**src/rtl/sbox_arbiter.sv**
```systemverilog
// Round-robin arbiter sharing one pipelined TI S-box between the state path and the key schedule.
// Optional macro SBARB_ZERO_IDLE_EN forces sb_din to zero on cycles without a transfer.
module sbox_arbiter #(
    parameter int unsigned SHARES   = 3,
    parameter int unsigned SBOX_LAT = 4
) (
    input  logic                  clk,
    input  logic                  rst,
    input  logic                  st_req,
    input  logic [8*SHARES-1:0]   st_din,
    output logic                  st_gnt,
    output logic                  st_vld,
    output logic [8*SHARES-1:0]   st_dout,
    input  logic                  ks_req,
    input  logic [8*SHARES-1:0]   ks_din,
    output logic                  ks_gnt,
    output logic                  ks_vld,
    output logic [8*SHARES-1:0]   ks_dout,
    output logic [8*SHARES-1:0]   sb_din,
    input  logic [8*SHARES-1:0]   sb_dout,
    output logic                  busy
);

    typedef enum logic {
        OWN_ST = 1'b0,
        OWN_KS = 1'b1
    } owner_t;

    owner_t                  r_last_win;
    logic [SBOX_LAT:1]       r_tag_vld;
    owner_t                  r_tag_own [1:SBOX_LAT];
    logic                    r_st_vld;
    logic                    r_ks_vld;
    logic [8*SHARES-1:0]     r_st_dout;
    logic [8*SHARES-1:0]     r_ks_dout;

    logic                    w_st_gnt;
    logic                    w_ks_gnt;
    logic                    w_xfer;
    logic                    w_out_vld;
    owner_t                  w_out_own;

    // On a tie the side that did not win the most recent transfer is granted.
    assign w_st_gnt  = ~rst & st_req & (~ks_req | (r_last_win == OWN_KS));
    assign w_ks_gnt  = ~rst & ks_req & (~st_req | (r_last_win == OWN_ST));
    assign w_xfer    = w_st_gnt | w_ks_gnt;
    assign w_out_vld = r_tag_vld[SBOX_LAT];
    assign w_out_own = r_tag_own[SBOX_LAT];

`ifdef SBARB_ZERO_IDLE_EN
    assign sb_din = w_ks_gnt ? ks_din : (w_st_gnt ? st_din : '0);
`else
    assign sb_din = w_ks_gnt ? ks_din : st_din;
`endif

    always_ff @(posedge clk) begin
        if (rst) begin
            r_last_win <= OWN_ST;
            r_tag_vld  <= '0;
            for (int unsigned i = 1; i <= SBOX_LAT; i++) begin
                r_tag_own[i] <= OWN_ST;
            end
            r_st_vld   <= 1'b0;
            r_ks_vld   <= 1'b0;
            r_st_dout  <= '0;
            r_ks_dout  <= '0;
        end else begin
            // Stage k holds the tag of the transfer issued k cycles ago.
            r_tag_vld[1] <= w_xfer;
            r_tag_own[1] <= w_ks_gnt ? OWN_KS : OWN_ST;
            for (int unsigned i = 2; i <= SBOX_LAT; i++) begin
                r_tag_vld[i] <= r_tag_vld[i-1];
                r_tag_own[i] <= r_tag_own[i-1];
            end

            if (w_xfer) begin
                r_last_win <= w_ks_gnt ? OWN_KS : OWN_ST;
            end

            r_st_vld <= w_out_vld & (w_out_own == OWN_ST);
            r_ks_vld <= w_out_vld & (w_out_own == OWN_KS);
            if (w_out_vld && (w_out_own == OWN_ST)) begin
                r_st_dout <= sb_dout;
            end
            if (w_out_vld && (w_out_own == OWN_KS)) begin
                r_ks_dout <= sb_dout;
            end
        end
    end

    assign st_gnt  = w_st_gnt;
    assign ks_gnt  = w_ks_gnt;
    assign st_vld  = r_st_vld;
    assign ks_vld  = r_ks_vld;
    assign st_dout = r_st_dout;
    assign ks_dout = r_ks_dout;
    assign busy    = (|r_tag_vld) | r_st_vld | r_ks_vld;

endmodule
```
**config.mk**
```make
export PLATFORM = sky130hd
export DESIGN_NAME = sbox_arbiter
export DESIGN_NICKNAME = d
export VERILOG_FILES = /design/src/rtl/sbox_arbiter.sv
export SDC_FILE = /design/constraint.sdc
export NUM_CORES = 1
export LEC_CHECK = 0
export CORE_MARGIN = 3
export CORE_UTILIZATION = 33
export CTS_CLUSTER_SIZE = 10
export DETAILED_ROUTE_END_ITERATION = 10
export PLACE_DENSITY = 0.86
export SYNTH_ARGS = -nofsm -noshare
export SYNTH_HDL_FRONTEND = slang
export SYNTH_SLANG_ARGS = --single-unit
```
**constraint.sdc**
```tcl
create_clock -name clk -period 1.05 [get_ports clk]
set_clock_uncertainty 0.05 [all_clocks]
set_input_delay 0.105 -clock clk [delete_from_list [all_inputs] [get_ports clk]]
set_output_delay 0.105 -clock clk [all_outputs]
set_load 0.005 [all_outputs]
```
==> results list, run 1 <==
- Final core utilization: 78.9%
- Net count, final: roughly 550
* GR Overflow Total: 0
- Combined global-route utilization of all metal layers: 23.5%
* Number of unique standard cell types used by synthesis: 20
- MaxCap Viol Count: 0
* Area growth from synthesis to layout: 129%
- Design Area, Final: between 5000 and 6000 µm²
- For the pin with the worst max-slew slack, the measured transition is between 0.6 and 0.7 ns.
- The biggest area contributor in the post-synthesis netlist is dfxtp_1.
- The number of global-route vias before repair was around 2.9k.
- Cells with a size suffix above 1 make up approximately three quarters of the layout.
- The floorplan step defined a die boundary enclosing between 8000 and 9000 µm².
- After clock tree synthesis, the flow added hold-fix buffers numbering 0.
* Antenna diode count: 0
* Post-Syn Instances: ~270
* Root buffer cell: clkbuf_8
* Clock sinks: between 50 and 60
- The initial utilization of the core area, before any placement, comes to between 30% and 40%.
* Detail Route Antenna Nets: 0
* Horiz. Die Dim: just over 90 µm
- No sink is reached through more buffers than the 2 on the longest clock path.
- For the finished layout, the period the worst path requires is between 1.5 and 2 ns.
- Die Y: 91.0 µm
- Clock-pin slew was measured on the worst setup and hold paths at approximately 0.07 ns.
- By area the synthesized netlist is led by dfxtp_1 (50%), nand2_1 (15%), mux2_4 (11%).
* Half-perimeter wire length of the detailed placement result: between 5000 and 6000 µm
* Dpl cell area: between 4000 and 5000 µm²
- Setup slack of the critical path after layout: -0.741 ns
- DRC violation count after routing: 0
- Clock tree from TritonCTS: done
- Run status: finished, violations left
- Syn_nets: around 350
- The synthesized design contains 59 register bits.
- After the first detailed-routing iteration, the DRC count stood at between 40 and 50.
- Measured against its own limit, the worst slew margin works out to approximately three fifths.
- Avg Inst Size Synth: approximately 8.8 µm²
- Nature of the critical path startpoint: flop
* Unrepaired setup endpoints after global routing: yes
* Count of non-filler cells in the finished layout: between 500 and 600
* Worst hold-check slack: about 0.16 ns
* Synthesized cell area: 2380 µm²
- Weighted congestion reported at the end of routability-driven placement: 0.759
- The first detailed-routing pass ran for 4 iterations.
- Data arrival time of the critical path: about 1.6 ns
- FP Rows: 30
* Required @ worst endpoint: ~0.89 ns
* Violations in the final reports: setup timing
* Routed length per placed instance: approximately 19 µm
- First-pass GRT wire length: between 10000 and 15000 µm
- The number of placed instances, taps included, is slightly above 500.
- Category of the worst setup path capture point: primary output
- Final hold violation count: 0
- In the routed layout, each cell is associated on average with a via count of 4.80.
- Of all nets on the critical path, the largest fanout is 4.
* Later-pin clock latency in the skew report: ~0.34 ns
- Core outline area: about 7000 µm²
* Fmax: around 560 MHz
- Total CTS buffers: 9
- Setup violation total in the final timing report: 75
- The analysis attributes to cell leakage a power of about 2.3 nW.
- The tightest min-delay check is of the in -> reg type.
- After detailed routing, the total wire length is around 11000 µm.
* Initial antenna violation count: 0
- Warnings from Yosys: 0
* Port Buf Inserts: around 150
- Top-area cell type share of the netlist area: between 40% and 50%
- Number of I/O pins: roughly 150
* H-Tree Depth: 3
- Max rail drop VDD: around 0.00074 V
- The worst setup path is of the reg -> out kind.
- The routed layout has 2777 vias.
- Sequential element share of the synthesized area: 49.6%
- Max Slew Vio Count: 0
- Ratio of final minimum period to clock period: 171%
* Pin count of the biggest net entering global routing: a little under 60
- Power Dens Cells: ~990 nW/µm²
## area by class of cell
class	count	area, µm²
multi-input cells	191	1740
fillers	441	1460
inverters	2	7.51
well taps	96	120
clock buffers	11	141
clock inverters	5	52.6
flip-flops and latches	59	1250
repair buffers	215	2130
## layout by cell type, fill, tap and decap left out, drive strengths merged
cell	count
nor4	1
nor3b	2
nand2b	1
clkinvlp	1
a21oi	49
nor2	3
dfxtp	59
and3b	1
clkbuf	38
nand2	100
bufinv	1
inv	2
mux2	24
clkdlybuf4s50	73
nor2b	8
buf	105
o21a	1
clkinv	3
clkdlybuf4s15	9
dlygate4sd2	1
and2	1
## synthesized netlist by cell type (all sizes together)
library cell / count
nand2: 99
dfxtp: 59
a21oi: 49
mux2: 24
buf: 14
nor2b: 8
clkbuf: 6
nor2: 3
inv: 2
nor3b: 2
and2: 1
and3b: 1
nand2b: 1
nor4: 1
o21a: 1
## registers in the layout (all words and copies together) (netlist names)
name and cells:
st_dout 24, r_tag_vld 4, ks_vld 1, st_vld 1, ks_dout 24, r_last_win 1, r_tag_own 4
## through the flow
stage / total power, mW / worst slack, ns / TNS (ns)
after floorplan: 2.60 / -0.123 / -2.21
after global placement: 3.15 / -0.960 / -26.60
after detailed placement: 3.16 / -0.979 / -28.68
after CTS: 5.31 / -0.773 / -23.64
after global routing: 5.60 / -0.795 / -26.33
final: 5.41 / -0.741 / -22.66
## metal layers
layer / track usage (%) / part of all wire, % / vias to the layer above
met3: 9.86 / 8.8 / 20
met1: 23.4 / 35 / 1305
met2: 43.6 / 55 / 148
met4: 7.66 / 1.4 / 0
li1: - / - / 1304
met5: 0 / 0 / -
## final timing paths
path / slack (ns) / cells past startpoint / from / to
max: -0.74 / 6 / r_last_win / sb_din[17]
min: 0.16 / 5 / rst / r_tag_own[0][1]
max reg2reg: -0.16 / 6 / r_tag_vld[4] / st_dout[18]
min reg2reg: 0.39 / 1 / r_tag_own[0][2] / r_tag_own[0][3]
## kinds of logic (layout without fill, tap and decap cells)
group,after synthesis,in the layout,synth area share [%]
muxes,24,24,14.2
DFF,59,59,49.6
AOI/OAI and AO/OA,50,50,11.1
buffers and inverters,22,233,4.93
and+or+nand+nor,116,117,20.3
## report_power, final
| part | internal (mW) | total, mW | switching, mW | leakage, nW |
|---|---|---|---|---|
| sequential | 2.27 | 2.30 | 0.0262 | 0.504 |
| combinational | 0.656 | 1.03 | 0.369 | 1.70 |
| clock | 1.15 | 2.09 | 0.939 | 0.0991 |
| total | 4.08 | 5.41 | 1.33 | 2.30 |
## timing repair
action | 4_1_cts | 5_1_grt
pin swaps | 48 | 73
endpoints found under the setup margin | 125 | 105
buffers inserted | 18 | 22
gates resized for setup | 389 | 179
cloned | 11 | 2
## worst max-delay path, cell delays in order (launching register included)
cell	delay (ns)
dfxtp_2	0.34
a21oi_4	0.16
nand2_4	0.09
buf_4	0.16
buf_6	0.11
mux2_4	0.30
buf_6	0.12
(Power assumes the default switching activity.)
==> run 2: changes to the inputs <==
--- a/config.mk
+++ b/config.mk
@@ -5,8 +5,9 @@
 export SDC_FILE = /design/constraint.sdc
 export NUM_CORES = 1
 export LEC_CHECK = 0
+export ABC_AREA = 1
 export CORE_MARGIN = 3
-export CORE_UTILIZATION = 33
+export CORE_UTILIZATION = 35
 export CTS_CLUSTER_SIZE = 10
 export DETAILED_ROUTE_END_ITERATION = 10
 export PLACE_DENSITY = 0.86
==> run 2 against run 1 <==
Compared with the run above: the flow still finishes with violations (setup timing); design area up 0.37%; final cell count increased by 18%; worst setup slack better by 0.22 ns; utilization shrank 5.8 points; combinational power increased by 14%; sequential power about the same; synthesized area grew 17%; register-to-register slack worse by 0.05 ns; synthesized cell count is 43% higher; count of clock-buffer cells in the layout rose by 1; first-iteration DRC count grew to 2.5 times the previous value; routed wire length rose by 7.0%.
==> results list, run 2 <==
- Run status: finished, violations left
* Violations in the final reports: setup timing
* Commonest non-fill, non-tap cell in the layout: clkdlybuf4s50_1
- Final routed wirelength across all metal layers: between 10000 and 15000 µm
* Most common library cells after synthesis: nand2_1 (99), dfxtp_1 (59), nor2_1 (57), nand3_1 (38), inv_1 (34)
- Fraction of registers with async set or reset after synthesis: 0%
* Port Buf Inserts: ~150
- Warnings from Yosys: 0
- Power Dens Cells: between 900 and 1000 nW/µm²
* Class of the worst hold path: in -> reg
- The HPWL after detailed placement is a little under 7000 µm.
- Required @ worst endpoint: 0.89 ns
- Synthesis inferred 59 register bits.
* Category of the worst setup path capture point: primary output
- The clock tree synthesis step divided the H-tree into 3 levels.
* Synthesized cell area: between 2000 and 3000 µm²
- FP Rows: 31
* Root buffer cell: clkbuf_8
- On the critical path, the stage with the largest delay is an instance of dfxtp_4.
- Cell depth of the worst min-delay path: 3
- Minimum setup slack after placement: -0.835 ns
- Capturing point of the worst reg2reg path: ks_dout[3]
- Horiz. Die Dim: between 90 and 100 µm
- Net count, final: about 660
- The first global-routing pass estimated 17300 µm of wire.
- Pin placement for this block handled between 150 and 200 I/O pins.
- For the pin with the worst max-slew slack, the measured transition is about 0.52 ns.
- Biggest cell delay along the critical path: around 0.37 ns
* Detail Route Antenna Nets: 0
- Counting tap cells, the placed design contains a total of 632 instances.
- After layout, the minimum clock period comes to between 1.5 and 2 ns.
- For this block, the initial DRC count from the detailed router was 108.
- Summed over its instances, the top area cell type makes up approximately 42% of the synthesized netlist area.
- Pin count of the biggest net entering global routing: 34
* Clock slew at the register clock pins of the worst setup and hold paths: about 0.06 ns
- The number of pins with negative max-slew slack in the final report came to 0.
* Worst hold-check slack: ~0.29 ns
- The signal on the critical path passes through nand2_8 -> buf_12 -> nand3_4 -> buf_6 -> nand2_2 -> nand2_1 -> buf_2.
* Routed length per placed instance: between 15 and 20 µm
* Library cell occupying the most area in the post-synthesis netlist: dfxtp_1
- In the finished design, the share of the clock period the worst path needs comes to 150%.
* Most frequent cells in the layout: clkdlybuf4s50_1 (72), nand2_1 (57), nor2_1 (41)
- VDD sags by at most 0.000568 V.
* Family with the most delay on the worst path: buffers and inverters
* Relative max-transition margin: between 60 and 70%
* Most used flip-flop cell after synthesis: dfxtp_1
- TritonCTS built the clock tree.
- Data arrival time of the critical path: approximately 1.4 ns
* Initial cell density of the core: a little under two fifths
- STA classifies the critical path startpoint as a flop.
- For this run, the detailed router's first-pass iteration total came to 4.
- Number of unique standard cell types used by synthesis: 19
- Number of buffers and inverters on the critical path: 3
* Later-pin clock latency in the skew report: between 0.3 and 0.4 ns
* Number of vias per cell after detailed routing: slightly above 5
- The worst hold path begins at st_req.
- Compared with the post-synthesis result, the final layout area differs by 96.7%.
* CP Class: reg -> out
- Clock tree synthesis inserted a total of 9 buffers.
* Crit path launch: r_last_win
* Critical path depth: 7
- Synth top area cells: dfxtp_1 (42%), nand2_1 (13%), nor2_1 (7.7%)
- Antenna diode count: 0
- Setup slack of the critical path after layout: -0.524 ns
- The die covers ~9000 µm².
- Of the cells placed in the final design, the portion with a size suffix greater than 1 is ~54%.
* GR Overflow Total: 0
* Avg Inst Size Synth: slightly above 7 µm²
* Initial antenna violation count: 0
- For this design, the sink count on the clock tree is between 50 and 60.
- Across the run, the number of max-cap violations was 0.
- For this design the static power due to leakage is approximately 2.3 nW.
- Among all cell types in the netlist, the one instantiated most often is nand2_1.
- Vias: 3439
- Final hold violation count: 0
- Post-Syn Instances: between 300 and 400
- Syn_nets: 463
- After detailed routing, the number of remaining DRC violations is 0.
- In this run the deepest clock path goes through 2 buffers.
- Setup violations remaining at the end of the flow were counted as between 70 and 80.
- Number of flops mapped to enable cells by yosys: 0
* Worst setup slack for register-to-register paths: -0.21 ns
* Combined global-route utilization of all metal layers: ~25%
- Worst reg2reg path startpoint: r_tag_vld[4]
- Static timing analysis puts the maximum clock frequency at between 600 and 700 MHz.
- In this run the worst path has a maximum fanout of 7.
- Weighted congestion reported at the end of routability-driven placement: 0.825
* Destination of the worst hold path: r_tag_vld[1]
- Via count of the first global-routing pass: 3644
- Sequential cells were found to cover about 42% of the synthesized design area.
- Die Y: 95.1 µm
- Unrepaired setup endpoints after global routing: yes
- Count of non-filler cells in the finished layout: 681
- The total area inside the core boundary comes to 7490 µm².
- Number of cell instances on the worst register-to-register path: 6
[run 2: cell count changes in the layout (fill, tap and decap cells not counted), sizes merged, moves of 9 or more]
cell	change
a21oi	-23
buf	-10
clkdlybuf4s15	+9
inv	+35
mux2	-24
nand3	+51
nand4	+25
nor2	+55
[run 2: timing repair]
| item | CTS | global route |
|---|---|---|
| setup endpoints to repair | 125 | 116 |
| gates cloned | 10 | 0 |
| resized for setup | 375 | 119 |
| pin swaps | 92 | 47 |
| endpoints found under the hold margin | 0 | 0 |
| setup buffers | 24 | 6 |
| hold buffers | 0 | 0 |
[run 2: worst max-delay path by stage]
stage                     slack [ns]         end
after detailed placement       -0.84   sb_din[8]
after global routing           -0.60   sb_din[3]
after floorplan                 0.02  sb_din[10]
final                          -0.52   sb_din[7]
after CTS                      -0.57   sb_din[8]
after global placement         -0.79  sb_din[10]
[run 2: worst register-to-register path, cell delays in order (launching register included)]
cell and delay (ns):
dfxtp_2 0.36, buf_12 0.12, buf_8 0.10, buf_12 0.17, buf_8 0.15, nand3_2 0.09
a21oi_2 0.16
[run 2: final cells by class]
cell class | count | area, µm²
Timing Repair Buffer | 209 | 1950
Fill cell | 520 | 2020
Sequential cell | 59 | 1240
Multi-Input combinational cell | 265 | 1850
Clock buffer | 12 | 155
Inverter | 37 | 151
Tap cell | 99 | 124
[run 2: kinds of logic after synthesis]
group	after synthesis	share of synthesized area, %
flops	59	42.5
buf+inv	68	12.6
simple gates	233	38.7
compound gates	27	6.21
[run 2: report_power, final]
part,switching (mW),internal [mW]
sequential,0.0350,2.29
clock,0.822,0.933
combinational,0.535,0.640
[run 2: layer usage]
metal | track usage, % | vias up | part of all wire [%]
li1 | - | 1637 | -
met1 | 25.0 | 1630 | 35
met2 | 46.7 | 147 | 55
met3 | 6.39 | 25 | 7.2
met4 | 15.1 | 0 | 3.0
met5 | 0 | - | 0
[run 2: stage by stage]
step	setup TNS [ns]	instance area (µm²)	util, %	power [mW]
after detailed placement	-35.88	4440	59.3	3.34
after floorplan	0	2780	-	2.71
after global routing	-22.89	5470	73.1	5.49
final	-18.66	5470	73.1	5.26
after global placement	-33.78	4440	59.3	3.33
after CTS	-18.64	5320	71.1	5.19
==> run 3: changes to the inputs <==
--- a/config.mk
+++ b/config.mk
@@ -10,7 +10,7 @@
 export CORE_UTILIZATION = 35
 export CTS_CLUSTER_SIZE = 10
 export DETAILED_ROUTE_END_ITERATION = 10
-export PLACE_DENSITY = 0.86
+export PLACE_DENSITY = 0.8
 export SYNTH_ARGS = -nofsm -noshare
 export SYNTH_HDL_FRONTEND = slang
 export SYNTH_SLANG_ARGS = --single-unit
==> run 3 against run 2 <==
Compared with the run above: the flow still finishes with violations (setup timing); critical path depth is 1 lower; final cell count is 4.4% higher; worst setup slack gained 0.035 ns; non-clock buffer count increased by 25; design area is 6.4% higher; sequential power about the same; global-route usage grew 0.91 points; routed wire length increased by 8.2%; worst hold slack got worse by 0.0062 ns; sequential share of layout area is 1.2 points lower; critical endpoint is now sb_din[21]; largest cell class unchanged; largest power group unchanged.
==> results list, run 3 (same netlist as run 2, synthesis figures left out) <==
* Run status: finished, violations left
- The final reports fail on setup timing.
* Maximum buffer depth of the clock tree: 2
- After detailed placement, the total cell area comes to around 4500 µm².
* Pin count of the biggest net entering global routing: 34
- Most frequent cells in the layout: clkdlybuf4s50_1 (72), nand2_1 (58), dfxtp_2 (48)
- CP Cell Sequence: nand2_8 -> nand3_2 -> buf_4 -> nand2_1 -> nand2_1 -> buf_2
- The routed layout has ~3.6k vias.
* Clock tree from TritonCTS: done
* Seq pwr share: between 40 and 50%
- STA classifies the critical path startpoint as a flop.
* MaxCap Viol Count: 0
- STA puts the critical path data required time at around 0.89 ns.
* GR Overflow Total: 0
- Design Area, Final: 5820 µm²
- At the end of routability-driven placement, the weighted congestion stood at approximately 0.83.
- Worst hold-check slack: between 0.2 and 0.3 ns
- Area growth from synthesis to layout: 109%
- The floorplan has 31 rows.
* Final hold violation count: 0
- In this run the register-to-register setup slack is -0.15 ns.
* Starting DRC count in detailed routing: 128
* Class of the worst hold path: in -> reg
* Final core utilization: between 70 and 80%
- During I/O placement, the number of pins put on the boundary was 153.
* Min cycle time layout: 1.54 ns
- For the worst flop-to-flop path, the logic depth is 6.
- Antenna diode count: 0
- Setup total negative slack: -15.22 ns
- H-Tree Depth: 3
- Largest fanout on the critical path: 7
- Commonest non-fill, non-tap cell in the layout: clkdlybuf4s50_1
- The endpoint identified for the worst register-to-register timing path is ks_dout[8].
- Static timing analysis puts the maximum clock frequency at 650 MHz.
- The routed design has roughly 12000 µm of wire.
* Setup slack of the critical path after layout: -0.489 ns
- The number of global-route vias before repair was roughly 3.6k.
- Root buffer cell: clkbuf_8
- Category of the worst setup path capture point: primary output
* First-pass GRT wire length: 17900 µm
- The startpoint identified for the worst register-to-register timing path is r_tag_own[0][4].
- Summed over all nets, the switching power comes to approximately 1.5 mW.
- Setup violation total in the final timing report: 76
- Relative max-transition margin: between 60% and 70%
- Initial antenna violation count: 0
- The first TritonRoute pass finished after 4 iterations.
- Core outline area: ~7500 µm²
* Proportion of power drawn by the clock network: 38.9%
- Port buffering added around 150 buffers.
* Die Area: slightly above 9000 µm²
- End point of the critical path: sb_din[21]
- Part of the total power dissipated in combinational logic: between 20% and 30%
- Among the stages of the critical path, the cell type that occurs most often is nand2_1.
- The wire-length estimate of the detail-placed layout is 6670 µm.
* Ratio of final minimum period to clock period: 147%
- Dividing the detail-routed wire length by the instance count gives 17.5 µm.
* Minimum setup slack after placement: -0.787 ns
- Setup repair after global routing could not meet its margin everywhere.
* Crit path launch: r_last_win
* Combined global-route utilization of all metal layers: about a quarter
* Initial cell density of the core: 37.1%
- Power Dens Cells: about 990 nW/µm²
- Detail Route Antenna Nets: 0
- On the critical path the largest part of the delay comes from flip-flops.
* Crit path max-delay cell type: dfxtp_4
- The layout has between 400 and 500 filler cells.
- The worst setup path is of the reg -> out kind.
* Number of vias per cell after detailed routing: approximately 5.1
- LEAKAGE: 2.51 nW
- Data arrival time of the critical path: roughly 1.4 ns
- For the pin with the worst max-slew slack, the measured transition is ~0.52 ns.
- Clock sinks: 59
* Fraction of layout cells with a size suffix above 1: slightly below 60%
- Max Slew Vio Count: 0
- Horiz. Die Dim: roughly 95 µm
- For the worst-skew pair, the clock arrives at the later sink with an insertion delay of ~0.34 ns.
* Net count, final: approximately 680
* Clock slew at the register clock pins of the worst setup and hold paths: about 0.060 ns
* Die Y: between 90 and 100 µm
- Counting buffers and inverters, the worst setup path is 6 cells deep.
- For this run, design rule violations remaining after detail routing come to 0.
* Max rail drop VDD: around 0.00061 V
- TritonCTS created 9 clock buffers.
- Biggest cell delay along the critical path: ~0.37 ns
- Number of buffers and inverters on the critical path: 2
- Net switching is about a quarter of the power.
- The internal portion of the total power is between 4 and 5 mW.
-- run 3: changes by cell type in the layout (fill, tap and decap cells not counted), sizes merged --
cell / before / now
buf: 95 / 122
clkdlybuf4s15: 18 / 5
clkbuf: 33 / 41
clkinv: 0 / 4
bufinv: 0 / 2
bufbuf: 0 / 1
nor2: 58 / 59
-- run 3: how the worst min path moves through the flow --
stage	depth (start not counted)	to	slack (ns)	startpoint
6_report	3	r_tag_vld[1]	0.28	st_req
5_1_grt	3	r_tag_vld[1]	0.31	st_req
4_1_cts	3	r_tag_vld[1]	0.27	st_req
3_5_place_dp	2	r_tag_own[0][3]	0.35	r_tag_own[0][2]
3_3_place_gp	2	r_tag_own[0][4]	0.34	r_tag_own[0][3]
2_1_floorplan	2	r_tag_vld[1]	0.19	st_req
-- run 3: power by group through the flow --
stage                     Sequential (mW)  Combinational, mW  Clock (mW)
after detailed placement             2.37              0.979           0
after floorplan                      2.36              0.346           0
final                                2.33               1.20        2.24
after global routing                 2.33               1.28        2.38
after global placement               2.36              0.971           0
after CTS                            2.32               1.16        2.23
-- run 3: layer usage --
layer	share of wire [%]	vias to the layer above	wire, µm	global-route usage, %
met5	0	-	0	0
met4	3.5	0	441	11.4
met3	7.4	36	926	7.89
met2	54	191	6700	48.8
met1	35	1702	4390	26.5
li1	-	1698	-	-
-- run 3: area by class of cell --
type / instances / area, µm² / share of cell area, %
Timing Repair Buffer: 234 / 2180 / 37.4
Multi-Input combinational cell: 266 / 1900 / 32.7
Sequential cell: 59 / 1250 / 21.5
Inverter: 37 / 156 / 2.69
Clock buffer: 10 / 128 / 2.19
Tap cell: 99 / 124 / 2.13
Clock inverter: 6 / 80.1 / 1.38
-- run 3: timing repair --
item	in CTS	in global routing
cloned	17	0
setup buffers	38	23
gates resized for setup	389	158
hold buffers	0	0
pin swaps	78	52
setup endpoints to repair	127	124
-- run 3: per-stage QoR --
| stage | total power, mW | cells |
|---|---|---|
| after floorplan | 2.71 | 387 |
| after global routing | 5.99 | 711 |
| after global placement | 3.33 | 631 |
| after CTS | 5.72 | 702 |
| final | 5.77 | 711 |
| after detailed placement | 3.34 | 631 |
-- run 3: worst reg2reg max path, delay by kind of cell (launching register included) --
kind | cells | cell delay [ns]
buf+inv | 4 | 0.46
flops | 1 | 0.36
simple gates | 1 | 0.10
compound gates | 1 | 0.16
